==> src/rtl/writeback_reorder_unit_pkg.sv <==
// Shared types for writeback_reorder_unit: per-slot writeback payload, reorder entry and pipeline result port.
// The struct field widths follow WB_WIDTH / WB_DEPTH, which are the top-level parameter defaults.
package writeback_reorder_unit_pkg;

    localparam int WB_WIDTH = 32;
    localparam int WB_DEPTH = 4;
    localparam int WB_TAG_W = $clog2(WB_DEPTH);

    typedef struct packed {
        logic [4:0]          rd;
        logic                we;
        logic [WB_WIDTH-1:0] data;
    } wb_slot_t;

    typedef struct packed {
        logic           valid;
        logic [1:0]     mask;
        logic [1:0]     done;
        wb_slot_t [1:0] slot;
    } rob_entry_t;

    typedef struct packed {
        logic                valid;
        logic [WB_TAG_W-1:0] tag;
        logic                slot;
        logic [4:0]          rd;
        logic                we;
        logic [WB_WIDTH-1:0] data;
    } wb_result_t;

    function automatic logic [1:0] popcount2(input logic [1:0] m);
        return {1'b0, m[0]} + {1'b0, m[1]};
    endfunction

endpackage

==> src/rtl/writeback_reorder_unit_wb_conflict_resolve.sv <==
// Final register-file write enables for a retiring bundle; on a same-register
// collision the younger slot (slot 1) keeps its write.
module wb_conflict_resolve (
    input  logic [1:0] mask_i,
    input  logic [1:0] we_i,
    input  logic [4:0] rd0_i,
    input  logic [4:0] rd1_i,
    output logic [1:0] we_o
);

    logic w0;
    logic w1;

    assign w0 = mask_i[0] && we_i[0] && (rd0_i != 5'd0);
    assign w1 = mask_i[1] && we_i[1] && (rd1_i != 5'd0);

    assign we_o[1] = w1;
    assign we_o[0] = w0 && !(w1 && (rd0_i == rd1_i));

endmodule

==> src/rtl/writeback_reorder_unit.sv <==
// In-order writeback reorder buffer for dual-issue bundles fed by the Branch and Memory pipelines.
// Optional: define RETIRE_COUNT_EN to add the 64-bit retire_count output.
module writeback_reorder_unit
    import writeback_reorder_unit_pkg::*;
#(
    parameter int WIDTH = WB_WIDTH,
    parameter int DEPTH = WB_DEPTH,
    parameter int TAG_W = $clog2(DEPTH)
) (
    input  logic             clk,
    input  logic             rst_n,
    input  logic             alloc_valid,
    input  logic [1:0]       alloc_mask,
    output logic             alloc_ready,
    output logic [TAG_W-1:0] alloc_tag,
    input  logic             br_valid,
    input  logic [TAG_W-1:0] br_tag,
    input  logic             br_slot,
    input  logic [4:0]       br_rd,
    input  logic             br_we,
    input  logic [WIDTH-1:0] br_data,
    input  logic             mem_valid,
    input  logic [TAG_W-1:0] mem_tag,
    input  logic             mem_slot,
    input  logic [4:0]       mem_rd,
    input  logic             mem_we,
    input  logic [WIDTH-1:0] mem_data,
    input  logic             flush,
    output logic             wb_we_0,
    output logic             wb_we_1,
    output logic [4:0]       wb_rd_0,
    output logic [4:0]       wb_rd_1,
    output logic [WIDTH-1:0] wb_data_0,
    output logic [WIDTH-1:0] wb_data_1,
    output logic             retire_pulse,
    output logic             err
`ifdef RETIRE_COUNT_EN
    ,
    output logic [63:0]      retire_count
`endif
);

    localparam logic [TAG_W:0] DEPTH_C = (TAG_W+1)'(DEPTH);

    rob_entry_t       rob_q [DEPTH];
    rob_entry_t       rob_d [DEPTH];
    logic [TAG_W-1:0] head_q, head_d;
    logic [TAG_W-1:0] tail_q, tail_d;
    logic [TAG_W:0]   count_q, count_d;
    logic             err_q, err_d;
    logic [1:0]       wb_we_q;
    logic [4:0]       wb_rd0_q, wb_rd1_q;
    logic [WIDTH-1:0] wb_data0_q, wb_data1_q;
    logic             retire_pulse_q;

    wb_result_t br_res, mem_res;
    rob_entry_t head_e;
    logic       br_hit, mem_hit, collide, br_ok, mem_ok;
    logic       alloc_fire, retire;
    logic [1:0] res_we;

    assign br_res  = '{valid: br_valid, tag: br_tag, slot: br_slot, rd: br_rd, we: br_we, data: br_data};
    assign mem_res = '{valid: mem_valid, tag: mem_tag, slot: mem_slot, rd: mem_rd, we: mem_we, data: mem_data};

    assign alloc_ready = (count_q < DEPTH_C);
    assign alloc_tag   = tail_q;
    assign head_e      = rob_q[head_q];
    assign alloc_fire  = alloc_valid && alloc_ready && !flush;
    assign retire      = head_e.valid && (&head_e.done) && !flush;

    // A result is legal only for an allocated entry, a masked slot, and a slot not yet completed
    assign br_hit  = br_res.valid && rob_q[br_res.tag].valid && rob_q[br_res.tag].mask[br_res.slot]
                     && !rob_q[br_res.tag].done[br_res.slot];
    assign mem_hit = mem_res.valid && rob_q[mem_res.tag].valid && rob_q[mem_res.tag].mask[mem_res.slot]
                     && !rob_q[mem_res.tag].done[mem_res.slot];
    assign collide = br_res.valid && mem_res.valid && (br_res.tag == mem_res.tag) && (br_res.slot == mem_res.slot);
    assign br_ok   = br_hit && !collide && !flush;
    assign mem_ok  = mem_hit && !collide && !flush;

    wb_conflict_resolve u_resolve (
        .mask_i (head_e.mask),
        .we_i   ({head_e.slot[1].we, head_e.slot[0].we}),
        .rd0_i  (head_e.slot[0].rd),
        .rd1_i  (head_e.slot[1].rd),
        .we_o   (res_we)
    );

    always_comb begin
        rob_d   = rob_q;
        head_d  = head_q;
        tail_d  = tail_q;
        count_d = count_q + (TAG_W+1)'(alloc_fire) - (TAG_W+1)'(retire);
        err_d   = err_q | (br_res.valid && !br_hit) | (mem_res.valid && !mem_hit) | collide;

        if (retire) begin
            rob_d[head_q] = '0;
            head_d        = head_q + TAG_W'(1);
        end
        if (alloc_fire) begin
            rob_d[tail_q].valid = 1'b1;
            rob_d[tail_q].mask  = alloc_mask;
            rob_d[tail_q].done  = ~alloc_mask;
            tail_d              = tail_q + TAG_W'(1);
        end
        if (br_ok) begin
            rob_d[br_res.tag].done[br_res.slot]      = 1'b1;
            rob_d[br_res.tag].slot[br_res.slot].rd   = br_res.rd;
            rob_d[br_res.tag].slot[br_res.slot].we   = br_res.we;
            rob_d[br_res.tag].slot[br_res.slot].data = br_res.data;
        end
        if (mem_ok) begin
            rob_d[mem_res.tag].done[mem_res.slot]      = 1'b1;
            rob_d[mem_res.tag].slot[mem_res.slot].rd   = mem_res.rd;
            rob_d[mem_res.tag].slot[mem_res.slot].we   = mem_res.we;
            rob_d[mem_res.tag].slot[mem_res.slot].data = mem_res.data;
        end
        if (flush) begin
            for (int i = 0; i < DEPTH; i++) rob_d[i] = '0;
            head_d  = '0;
            tail_d  = '0;
            count_d = '0;
        end
    end

    always_ff @(posedge clk or negedge rst_n) begin
        if (!rst_n) begin
            for (int i = 0; i < DEPTH; i++) rob_q[i] <= '0;
            head_q         <= '0;
            tail_q         <= '0;
            count_q        <= '0;
            err_q          <= 1'b0;
            wb_we_q        <= '0;
            wb_rd0_q       <= '0;
            wb_rd1_q       <= '0;
            wb_data0_q     <= '0;
            wb_data1_q     <= '0;
            retire_pulse_q <= 1'b0;
        end else begin
            rob_q          <= rob_d;
            head_q         <= head_d;
            tail_q         <= tail_d;
            count_q        <= count_d;
            err_q          <= err_d;
            retire_pulse_q <= retire;
            wb_we_q        <= retire ? res_we : 2'b00;
            if (retire) begin
                wb_rd0_q   <= head_e.slot[0].rd;
                wb_rd1_q   <= head_e.slot[1].rd;
                wb_data0_q <= head_e.slot[0].data;
                wb_data1_q <= head_e.slot[1].data;
            end
        end
    end

    assign wb_we_0      = wb_we_q[0];
    assign wb_we_1      = wb_we_q[1];
    assign wb_rd_0      = wb_rd0_q;
    assign wb_rd_1      = wb_rd1_q;
    assign wb_data_0    = wb_data0_q;
    assign wb_data_1    = wb_data1_q;
    assign retire_pulse = retire_pulse_q;
    assign err          = err_q;

`ifdef RETIRE_COUNT_EN
    logic [63:0] retire_count_q;

    // Counts retired instructions, so flush intentionally leaves it alone
    always_ff @(posedge clk or negedge rst_n) begin
        if (!rst_n) begin
            retire_count_q <= '0;
        end else if (retire) begin
            retire_count_q <= retire_count_q + 64'(popcount2(head_e.mask));
        end
    end

    assign retire_count = retire_count_q;
`endif

endmodule

==> config.mk <==
export PLATFORM = sky130hd
export DESIGN_NAME = writeback_reorder_unit
export DESIGN_NICKNAME = d
export VERILOG_FILES = /design/src/rtl/writeback_reorder_unit_pkg.sv /design/src/rtl/writeback_reorder_unit_wb_conflict_resolve.sv /design/src/rtl/writeback_reorder_unit.sv
export SDC_FILE = /design/constraint.sdc
export NUM_CORES = 1
export LEC_CHECK = 0
export BUFFER_PORTS_ARGS = -buffer_cell sky130_fd_sc_hd__buf_2
export CAP_MARGIN = 10
export CORE_UTILIZATION = 61
export DETAILED_ROUTE_END_ITERATION = 8
export PLACE_DENSITY = 0.79
export SLEW_MARGIN = 0
export SYNTH_ARGS = -nofsm -noshare
export SYNTH_HDL_FRONTEND = slang
export SYNTH_SLANG_ARGS = --single-unit
==> constraint.sdc <==
create_clock -name clk -period 3.8 [get_ports clk]
set_input_delay 0 -clock clk [delete_from_list [all_inputs] [get_ports clk]]
set_output_delay 0 -clock clk [all_outputs]
set_load 0.03 [all_outputs]
==> results by group <==
Run status
  – Run status: finished with violations
  – Failing checks: design-rule violations

Global route
  – Total global routing track utilization: 0.4520
  – Overflow after GRT: 0
  – First-pass GRT wire length: 127500 um
  – Number of antenna violations at the first check in global routing: 4
  – Pin count of the biggest net entering global routing: 155
  – Vias in the first global route: 22060

Setup path
  – Category of the worst setup path launch point: flop
  – Arrival time reported for the critical path endpoint: 3.75 ns
  – Launching point of the worst reg2reg path: head_q[1]
  – Crit path max fanout: 82
  – Count of cells along the worst register-to-register path: 8
  – Critical Path Source: head_q[1]
  – Worst setup path category: reg2reg
  – Timing endpoint of the critical path: rob_q[233]
  – Capturing point of the worst reg2reg path: rob_q[233]
  – CP Capture Type: flop
  – Slack of the worst reg-to-reg path: 0.56 ns
  – Critical path data required time: 4.31 ns

Floorplan
  – Die X-Extent: 193.1 um
  – Core Area: 35740 um2
  – Row count: 69
  – I/O Pins: 171
  – Initial Util: 0.6230
  – Die Area: 37270 um2
  – Die height: 193.1 um

Synthesis
  – Cell area after technology mapping: 22270 um2
  – Post-synthesis cell type count: 53
  – Post-synthesis adder-cell area fraction: 0.006518
  – Fraction of synthesized area in multiplexers: 0.1196
  – Top FF cell, synth: sky130_fd_sc_hd__dfrtp_1
  – Synthesized-area fraction occupied by ao, oa, aoi and oai cells: 0.2153
  – Simple-gate share of the synthesized area: 0.1382
  – Synthesis-stage register bit count: 409
  – Syn_nets: 2243
  – Warning count from the yosys run: 0
  – Fraction of registers with async set or reset after synthesis: 1.000
  – Share of the synthesized netlist area taken by xor and xnor gates: 0.005057
  – Dominant combinational cell family by area after synthesis: compound AO/OA/AOI/OAI gates
  – Number of enable flip-flop cells after synthesis: 0
  – Share of the yosys chip area belonging to registers: 0.4596
  – Cell count after synthesis: 2142
  – Synthesized area per cell: 10.40 um2

Routing
  – Vias: 21980
  – Mean number of vias per cell: 8.009
  – Wirelength, routed: 84240 um
  – Number of nets with antenna violations after routing: 0
  – Count of routing violations after the opening detailed-route iteration: 4440
  – Final routed wire length divided by cell count: 30.70 um
  – Detailed Routing Iterations Pass 1: 9
  – Detailed-route DRC error count: 23

Timing
  – Worst hold slack after final layout: 0.04364 ns
  – Worst-Margin Slew: 1.240 ns
  – Final hold violations: 0
  – Post-layout min period: 3.237 ns
  – Setup repair after global routing missed its margin: false
  – Final critical-path share of the clock period: 0.8518
  – Final Setup Violations: 0
  – TNS Setup: 0 ns
  – FMAX: 308.9 MHz
  – Largest clock skew in the final design: 0.02537 ns
  – Count of pins over their slew limit: 0
  – Worst relative slew slack: 0.1714

Placed design
  – Weighted congestion reported at the end of routability-driven placement: 1.036
  – # port buffers: 170
  – Area of placed instances: 23220 um2
  – DPL Wire Length: 46650 um

Run
  – Maximum capacitance violations: 0

Cells and area
  – Fillers: 2493
  – Post-route standard cell area excluding fillers: 25590 um2
  – Layout Area Growth over Synthesis: 14.89%
  – Fraction of final layout cells with drive strength greater than 1: 0.2060
  – Core utilization of the finished layout: 0.7159
  – Post-layout nets: 2351

Power and ir drop
  – Peak supply drop: 0.0003452 V
  – Power Dens Cells: 373.7 nW/um2
  – LEAKAGE: 10.49 nW

CTS
  – CTS clk-pin slew, worst paths: 0.07 ns
  – Resized Gates After CTS: 0
  – Clk Tree Root Cell: sky130_fd_sc_hd__clkbuf_16
  – Number of CTS-inserted buffers: 44
  – CTS HTree Levels: 2
  – Hold buffer count at cts: 91
  – Post-CTS Setup Inserts: 0
  – Clock sink total: 409
  – Clock tree from TritonCTS: yes
  – Deepest clock path buffer count: 3
  – Worst-Skew Late Latency: 0.57 ns

Min path
  – Tightest Hold Check Type: in2reg
-- Yosys cell counts, types with 7 or more instances --
cell / count / area [um2]
sky130_fd_sc_hd__and4_1: 8 / 70.07
sky130_fd_sc_hd__nand4_1: 8 / 50.05
sky130_fd_sc_hd__a211oi_1: 9 / 67.56
sky130_fd_sc_hd__inv_1: 8 / 30.03
sky130_fd_sc_hd__dfrtp_1: 409 / 10230
sky130_fd_sc_hd__a21oi_1: 334 / 1672
sky130_fd_sc_hd__nor2b_1: 89 / 556.8
sky130_fd_sc_hd__o32ai_1: 39 / 341.6
sky130_fd_sc_hd__nor2_1: 79 / 296.5
sky130_fd_sc_hd__o31ai_1: 39 / 292.8
sky130_fd_sc_hd__buf_4: 24 / 180.2
sky130_fd_sc_hd__buf_1: 13 / 48.80
sky130_fd_sc_hd__a221oi_1: 241 / 2111
sky130_fd_sc_hd__mux2_2: 76 / 855.8
sky130_fd_sc_hd__nand2_1: 22 / 82.58
sky130_fd_sc_hd__nand3b_1: 7 / 52.55
sky130_fd_sc_hd__ha_1: 10 / 125.1
sky130_fd_sc_hd__nand3_1: 291 / 1456
sky130_fd_sc_hd__xor2_1: 8 / 70.07
sky130_fd_sc_hd__mux4_2: 78 / 1757
sky130_fd_sc_hd__nor3_1: 45 / 225.2
sky130_fd_sc_hd__clkbuf_1: 128 / 480.5
sky130_fd_sc_hd__nand2b_1: 9 / 56.30
sky130_fd_sc_hd__buf_2: 87 / 435.4
sky130_fd_sc_hd__a21o_1: 15 / 112.6
-- how the worst min path moves through the flow --
stage                     startpoint       endpoint  cells past startpoint  slack (ns)
final                          flush   alloc_tag[1]                      2        0.04
after global routing           flush   alloc_tag[1]                      2        0.07
after CTS                      flush     count_q[1]                      2        0.02
after detailed placement       rst_n  wb_data_0[29]                      1        0.22
after global placement         rst_n  wb_data_0[13]                      1        0.22
after floorplan                rst_n   alloc_tag[0]                      0       -0.30
-- through the flow --
step                      instances  setup slack (ns)  total power, mW
after floorplan                2142            0.9307            4.750
final                          2744            0.5632            9.560
after CTS                      2743            0.7172            9.503
after detailed placement       2574            0.9938            5.093
after global placement         2574             1.064            5.085
after global routing           2744            0.5130            9.743
-- power by group --
part	leakage (nW)	switching [mW]	total [mW]	internal, mW
registers	5.70	0.0262	4.40	4.37
logic	4.09	0.521	0.720	0.200
clock network	0.705	1.83	4.44	2.61
-- per-layer routing --
metal / GRT usage / vias to the layer above / wire length (um)
met5: 0 / - / 30
met4: 0.3576 / 6 / 7408
met3: 0.1281 / 552 / 12420
met2: 0.6440 / 2277 / 36060
met1: 0.5805 / 10560 / 28330
li1: - / 8583 / -
-- final cells by class --
| class | instances | area, um2 | share of cell area |
|---|---|---|---|
| diodes | 1 | 2.502 | 0.00009780 |
| clock buffers | 69 | 1296 | 0.05066 |
| clock inverters | 9 | 155.1 | 0.006064 |
| inverters | 8 | 30.03 | 0.001174 |
| multi-input cells | 1467 | 10890 | 0.4257 |
| flip-flops and latches | 409 | 10240 | 0.4003 |
| well taps | 461 | 576.8 | 0.02254 |
| repair buffers | 320 | 2390 | 0.09340 |
-- cells in the final DEF, fill, tap and decap left out, drive strengths merged, types with 3 or more instances in the layout --
master and instances:
a21o 15, dfrtp 409, o31ai 39, a221oi 242, nor2b 89, mux2i 5
mux4 78, a311oi 5, nand3b 7, o211ai 3, mux2 76, a31oi 3
and4 8, nand4 11, xor2 9, bufinv 4, o32ai 39, and3 4
or4 5, o21ai 3, inv 10, nand2 22, a21oi 334, buf 229
nand4b 3, a211oi 9, dlygate4sd3 91, nor4 4, nor2 79, xnor2 3
nand3 291, ha 10, clkbuf 69, nor3 46, nand2b 9
-- cell families (layout without fill, tap and decap cells) --
logic type | count (synthesis) | in the layout
buffers and inverters | 266 | 406
muxes | 159 | 159
xor gates and xnor gates | 12 | 12
and+or+nand+nor | 586 | 586
AOI/OAI and AO/OA | 699 | 699
DFF | 409 | 409
adders and majority gates | 11 | 11
other | 0 | 1
-- state kept, by name (all words and copies together) (netlist names) --
name          count
retire_pulse      1
alloc_tag         2
head_q            2
rob_q           324
wb_rd_0           5
count_q           3
wb_data_1        32
wb_we_q           2
err               1
wb_data_0        32
wb_rd_1           5
-- critical path, cell delays in order (launching register included) --
cell and delay, ns:
sky130_fd_sc_hd__dfrtp_4 0.44, sky130_fd_sc_hd__buf_12 0.54, sky130_fd_sc_hd__inv_1 0.16, sky130_fd_sc_hd__ha_1 0.26, sky130_fd_sc_hd__nand3b_1 0.43, sky130_fd_sc_hd__buf_12 0.28
sky130_fd_sc_hd__nand3_1 0.11, sky130_fd_sc_hd__a211oi_1 0.33, sky130_fd_sc_hd__dlygate4sd3_1 0.61
Note: power is estimated with default switching activity, not from simulation.
